==> src/rtl/uart_tx_sched.sv <==
// Round-robin scheduler sharing one UART transmitter among NREQ byte requesters.
// Supports locked multi-byte packets, a lock idle timeout and a busy-rise watchdog.
module uart_tx_sched #(
   parameter int unsigned NREQ         = 4,
   parameter int unsigned LOCK_TIMEOUT = 1024,
   parameter int unsigned BUSY_WAIT    = 4
) (
   input  logic              clk,
   input  logic              reset,
   input  logic              en,
   input  logic [NREQ-1:0]   req_valid,
   input  logic [8*NREQ-1:0] req_data,
   input  logic [NREQ-1:0]   req_last,
   output logic [NREQ-1:0]   req_ready,
   output logic              tx_en,
   output logic              tx_begin,
   output logic [7:0]        tx_data,
   input  logic              tx_busy,
   output logic [2:0]        grant,
   output logic              locked,
   output logic              err
);

   localparam int unsigned LtW = (LOCK_TIMEOUT > 1) ? $clog2(LOCK_TIMEOUT + 1) : 1;
   localparam int unsigned BwW = (BUSY_WAIT > 1) ? $clog2(BUSY_WAIT + 1) : 1;
   localparam logic [LtW-1:0] LockLast = LtW'((LOCK_TIMEOUT > 0) ? LOCK_TIMEOUT - 1 : 0);
   localparam logic [BwW-1:0] BusyLast = BwW'((BUSY_WAIT > 0) ? BUSY_WAIT - 1 : 0);
   localparam logic [3:0]     NreqW    = 4'(NREQ);

   typedef enum logic [1:0] {StArb, StStart, StWaitBusy, StSend} state_e;

   state_e           state_q, state_d;
   logic [2:0]       rr_ptr_q, rr_ptr_d;
   logic [2:0]       grant_q, grant_d;
   logic             locked_q, locked_d;
   logic             err_q, err_d;
   logic [7:0]       tx_data_q, tx_data_d;
   logic [LtW-1:0]   lock_cnt_q, lock_cnt_d;
   logic [BwW-1:0]   busy_cnt_q, busy_cnt_d;

   // Requester vectors padded to the 8-entry index space of grant.
   logic [7:0]       valid_pad;
   logic [7:0]       last_pad;
   logic [63:0]      data_pad;
   logic             sel_found;
   logic [2:0]       sel_idx;
   logic [3:0]       cand;
   logic [3:0]       rr_next;
   logic [7:0]       ready_pad;
   logic             arb_go;
   logic             accept;

   assign valid_pad = 8'(req_valid);
   assign last_pad  = 8'(req_last);
   assign data_pad  = 64'(req_data);

   // Walk the ring from the far end so the candidate closest to rr_ptr wins.
   always_comb begin
      sel_found = 1'b0;
      sel_idx   = grant_q;
      cand      = 4'd0;
      if (locked_q) begin
         sel_found = valid_pad[grant_q];
      end else begin
         for (int k = NREQ - 1; k >= 0; k--) begin
            cand = {1'b0, rr_ptr_q} + 4'(k);
            if (cand >= NreqW) begin
               cand = cand - NreqW;
            end
            if (valid_pad[cand[2:0]]) begin
               sel_found = 1'b1;
               sel_idx   = cand[2:0];
            end
         end
      end
   end

   assign arb_go    = (state_q == StArb) && en && !tx_busy && !reset;
   assign accept    = arb_go && sel_found;
   assign ready_pad = accept ? (8'b1 << sel_idx) : 8'b0;
   assign req_ready = ready_pad[NREQ-1:0];

   always_comb begin
      rr_next = {1'b0, sel_idx} + 4'd1;
      if (rr_next == NreqW) begin
         rr_next = 4'd0;
      end
   end

   always_comb begin
      state_d    = state_q;
      rr_ptr_d   = rr_ptr_q;
      grant_d    = grant_q;
      locked_d   = locked_q;
      err_d      = err_q;
      tx_data_d  = tx_data_q;
      lock_cnt_d = '0;
      busy_cnt_d = '0;
      tx_begin   = 1'b0;
      unique case (state_q)
         StArb: begin
            if (accept) begin
               tx_data_d = data_pad[{sel_idx, 3'b000} +: 8];
               grant_d   = sel_idx;
               rr_ptr_d  = rr_next[2:0];
               locked_d  = ~last_pad[sel_idx];
               state_d   = StStart;
            end else if (locked_q && (LOCK_TIMEOUT != 0) && !valid_pad[grant_q]) begin
               if (lock_cnt_q == LockLast) begin
                  locked_d = 1'b0;
               end else begin
                  lock_cnt_d = lock_cnt_q + 1'b1;
               end
            end
         end
         StStart: begin
            tx_begin = 1'b1;
            state_d  = StWaitBusy;
         end
         StWaitBusy: begin
            if (tx_busy) begin
               state_d = StSend;
            end else if (busy_cnt_q == BusyLast) begin
               // Transmitter never acknowledged: drop the byte, keep any lock.
               err_d   = 1'b1;
               state_d = StArb;
            end else begin
               busy_cnt_d = busy_cnt_q + 1'b1;
            end
         end
         StSend: begin
            if (!tx_busy) begin
               state_d = StArb;
            end
         end
         default: begin
            state_d = StArb;
         end
      endcase
   end

   always_ff @(posedge clk or posedge reset) begin
      if (reset) begin
         state_q    <= StArb;
         rr_ptr_q   <= 3'd0;
         grant_q    <= 3'd0;
         locked_q   <= 1'b0;
         err_q      <= 1'b0;
         tx_data_q  <= 8'h00;
         lock_cnt_q <= '0;
         busy_cnt_q <= '0;
      end else begin
         state_q    <= state_d;
         rr_ptr_q   <= rr_ptr_d;
         grant_q    <= grant_d;
         locked_q   <= locked_d;
         err_q      <= err_d;
         tx_data_q  <= tx_data_d;
         lock_cnt_q <= lock_cnt_d;
         busy_cnt_q <= busy_cnt_d;
      end
   end

   assign tx_en   = en;
   assign tx_data = tx_data_q;
   assign grant   = grant_q;
   assign locked  = locked_q;
   assign err     = err_q;

endmodule

==> config.mk <==
export PLATFORM = sky130hd
export DESIGN_NAME = uart_tx_sched
export DESIGN_NICKNAME = d
export VERILOG_FILES = /design/src/rtl/uart_tx_sched.sv
export SDC_FILE = /design/constraint.sdc
export NUM_CORES = 1
export LEC_CHECK = 0
export ABC_AREA = 1
export CAP_MARGIN = 20
export CORE_ASPECT_RATIO = 1.4
export CORE_MARGIN = 5
export CORE_UTILIZATION = 50
export DETAILED_ROUTE_END_ITERATION = 12
export GPL_ROUTABILITY_DRIVEN = 0
export PLACE_DENSITY = 0.84
export SYNTH_ARGS = -nofsm -noshare
export SYNTH_HDL_FRONTEND = slang
export SYNTH_SLANG_ARGS = --single-unit
==> constraint.sdc <==
create_clock -name clk -period 3.6 [get_ports clk]
set_clock_uncertainty 0.2 [all_clocks]
set_input_delay 0.36 -clock clk [delete_from_list [all_inputs] [get_ports clk]]
set_output_delay 0.36 -clock clk [all_outputs]
set_load 0.01 [all_outputs]
==> results.yml <==
outcome:
  outcome: "complete, no violations"
sta:
  setup_viol: 0
  rsz0062_at_grt: "false"
  min_period_ps: 3170
  period_share_pct: 88.1
  hold_viol: 0
  relSlewSlack_pct: 69.3
  tightest_slew_ps: 460
  setup_tns_ps: 0
  drv_slew: 0
  whs_ps: 260
  fmax_ghz: 0.315
global_route:
  grt_pass1_wl_um: 9110
  grt_overflow: 0
  grt_usage_pct: 20.6
  grt_pass1_vias: 2071
  grt_max_degree: 33
  antenna_found_initial: 0
yosys:
  yosysWarnings: 0
  yosysSeqAreaShare_pct: 37.9
  syn_nets: 352
  synthTopCellsByArea: "dfrtp_1 38%, nand2_1 14%, nand3_1 14%"
  synth_top_cell_by_area: "dfrtp_1"
  syn_area_um2: 2110
  netlist_instances: 300
  synth.avg_cell_area_um2: 7.04
  ys_types: 28
  yosys_register_bits: 32
  yosysTopAreaCellShare_pct: 37.9
die:
  die_h_um: 86.9
  fp.dieW_um: 64.9
  io_pins: 63
  initial_core_util_pct: 50.6
  die_area_um2: 5640
  coreArea_um2: 4170
  num_rows: 28
min_path:
  hold_depth: 1
  hp-class: "register to register"
  min_from: "busy_cnt_q[0]$_DFF_PP0_"
layout:
  final_cell_mix: "79 x nand2_1, 58 x clkdlybuf4s50_1, 57 x nand3_1"
  final_util_pct: 70.0
  layout_commonest_cell: "nand2_1"
  drive_above_1_share_pct: 9.21
  regArea_um2: 802
  syn_to_final_growth_pct: 38.4
  diodes: 0
  nets: 420
  multi_input_area_um2: 1130
  nFillCells: 353
pwr:
  p_int_uw: 1220
  p_clk_share_pct: 12.1
  power.share.sequential_pct: 23.6
  ir_drop_uv: 467
  power_density_nw_per_um2: 803
  switching_power_uw: 1120
  switching_share_pct: 47.8
  comb_power_share_pct: 64.3
  p_leak_uw: 0.00149
clocking:
  ctsHoldBuffers: 0
  htreeDepth: 2
  clock_sinks: 32
  path_clk_slew_ps: 70
  cts_buffer_depth: 2
  cts_buffers: 5
  clk_latency_ps: 280
  cts-root-buf: "clkbuf_8"
  cts_tree: "yes"
route:
  final_antenna_net_count: 0
  drc: 0
  first_pass_iters: 4
  wirelength_um: 5600
  first_iter_violations: 138
  wl_per_cell_um: 13.5
  routed_via_density: 5.30
  vias: 2195
worst_setup_path:
  cp-end-kind: "output port"
  crit_type: "register to output port"
  crit_fanout: 22
  worstPathRequired_ps: 3040
  r2r-start: "rr_ptr_q[0]$_DFFE_PP0P_"
  startpoint: "rr_ptr_q[0]$_DFFE_PP0P_"
  cp-start-kind: "register"
  cp_data_arrival_time_ps: 2610
  ff2ff_path_depth: 10
place:
  port_buffers: 62
  hpwl_um: 4250
job:
  cap_violations: 0
## final timing paths
| path | end | slack (ps) |
|---|---|---|
| setup / recovery | req_ready[1] | 430 |
| hold / removal | busy_cnt_q[0]$_DFF_PP0_ | 260 |
| setup reg to reg | tx_data[3]$_DFFE_PP0P_ | 1050 |
| hold reg to reg | busy_cnt_q[0]$_DFF_PP0_ | 260 |
| max in group asynchronous | rr_ptr_q[0]$_DFFE_PP0P_ | 2590 |
| min in group asynchronous | lock_cnt_q[9]$_DFF_PP0_ | 300 |
## metal layers
layer | vias up | GRT usage (%) | wire [um]
met5 | - | 0 | 0
met2 | 80 | 36.5 | 2910
li1 | 1091 | - | -
met1 | 1010 | 22.4 | 2110
met3 | 14 | 8.01 | 449
met4 | 0 | 6.54 | 127
## repair_timing
| item | in CTS | in global routing |
|---|---|---|
| setup buffers | 0 | 3 |
| pin swaps | 0 | 1 |
| endpoints found under the setup margin | 1 | 4 |
| resized for setup | 1 | 10 |
| cloned | 0 | 0 |
## layout make-up
class / instances / area share [%]
clock inverter: 1 / 0.257
multi-input combinational: 220 / 38.6
timing repair buffer: 70 / 23.7
sequential: 32 / 27.5
tap: 45 / 1.93
clock buffer: 7 / 2.96
inverter: 39 / 5.10
## stage by stage
stage / instance area, um^2 / total power, uW / worst slack (ps) / cells
finish: 2920 / 2350 / 428 / 414
global route: 2920 / 2570 / 258 / 414
CTS: 2860 / 2260 / 40.5 / 411
detailed placement: 2770 / 1970 / 325 / 403
global placement: 2770 / 1930 / 354 / 403
floorplan: 2110 / 1560 / 905 / 300
## cells by family (layout without fill, tap and decap cells)
| logic type | count (synthesis) | after routing | share of synthesized area, % |
|---|---|---|---|
| adders and majority gates | 8 | 8 | 4.74 |
| DFF | 32 | 32 | 37.9 |
| xor gates and xnor gates | 3 | 3 | 1.25 |
| buffers and inverters | 48 | 117 | 9.72 |
| AOI/OAI and AO/OA | 20 | 20 | 5.69 |
| and+or+nand+nor | 189 | 189 | 40.7 |
## flip-flops by register name, indices dropped and copies added, names as in the netlist
name and flops:
tx_data 8, err 1, state_q 2, lock_cnt_q 11, busy_cnt_q 3, rr_ptr_q 3
grant 3, locked 1
## critical path, cell delays in order (launching register included)
cell	delay (ps)
dfrtp_2	440
inv_4	80
ha_1	350
inv_1	120
nand3_1	100
nand3_2	110
nand2_1	60
nand2_1	60
nand2_1	50
nand2_1	100
nand3_4	110
nand2_8	150
inv_1	100
ha_1	220
inv_1	70
nor2_1	50
dlymetal6s2s_1	180
## synthesized netlist by cell type
cell type  number
buf_4           2
o21ai_0         4
a21boi_2        1
nand2_4         1
nand3_1        58
clkbuf_1        3
a21oi_2         1
buf_6           2
nor2_1         30
nand4_1         3
inv_1          38
nand2_1        80
xor2_1          1
nor2_2          1
a211oi_1        1
xnor2_1         2
and3_1          1
o21bai_1        3
a21oi_1        10
ha_1            8
nand2_2         6
nand3_2         3
buf_2           2
inv_2           1
dfrtp_1        32
nand3_4         1
nor3b_1         1
nor3_1          4
## power by group through the flow
stage / clock, uW / sequential, uW / combinational, uW
after floorplan: 0 / 561 / 994
after global placement: 0 / 554 / 1380
after detailed placement: 0 / 555 / 1410
after CTS: 288 / 553 / 1420
after global routing: 309 / 565 / 1690
final: 284 / 553 / 1510
No activity file was read; power rests on OpenSTA's default activity.
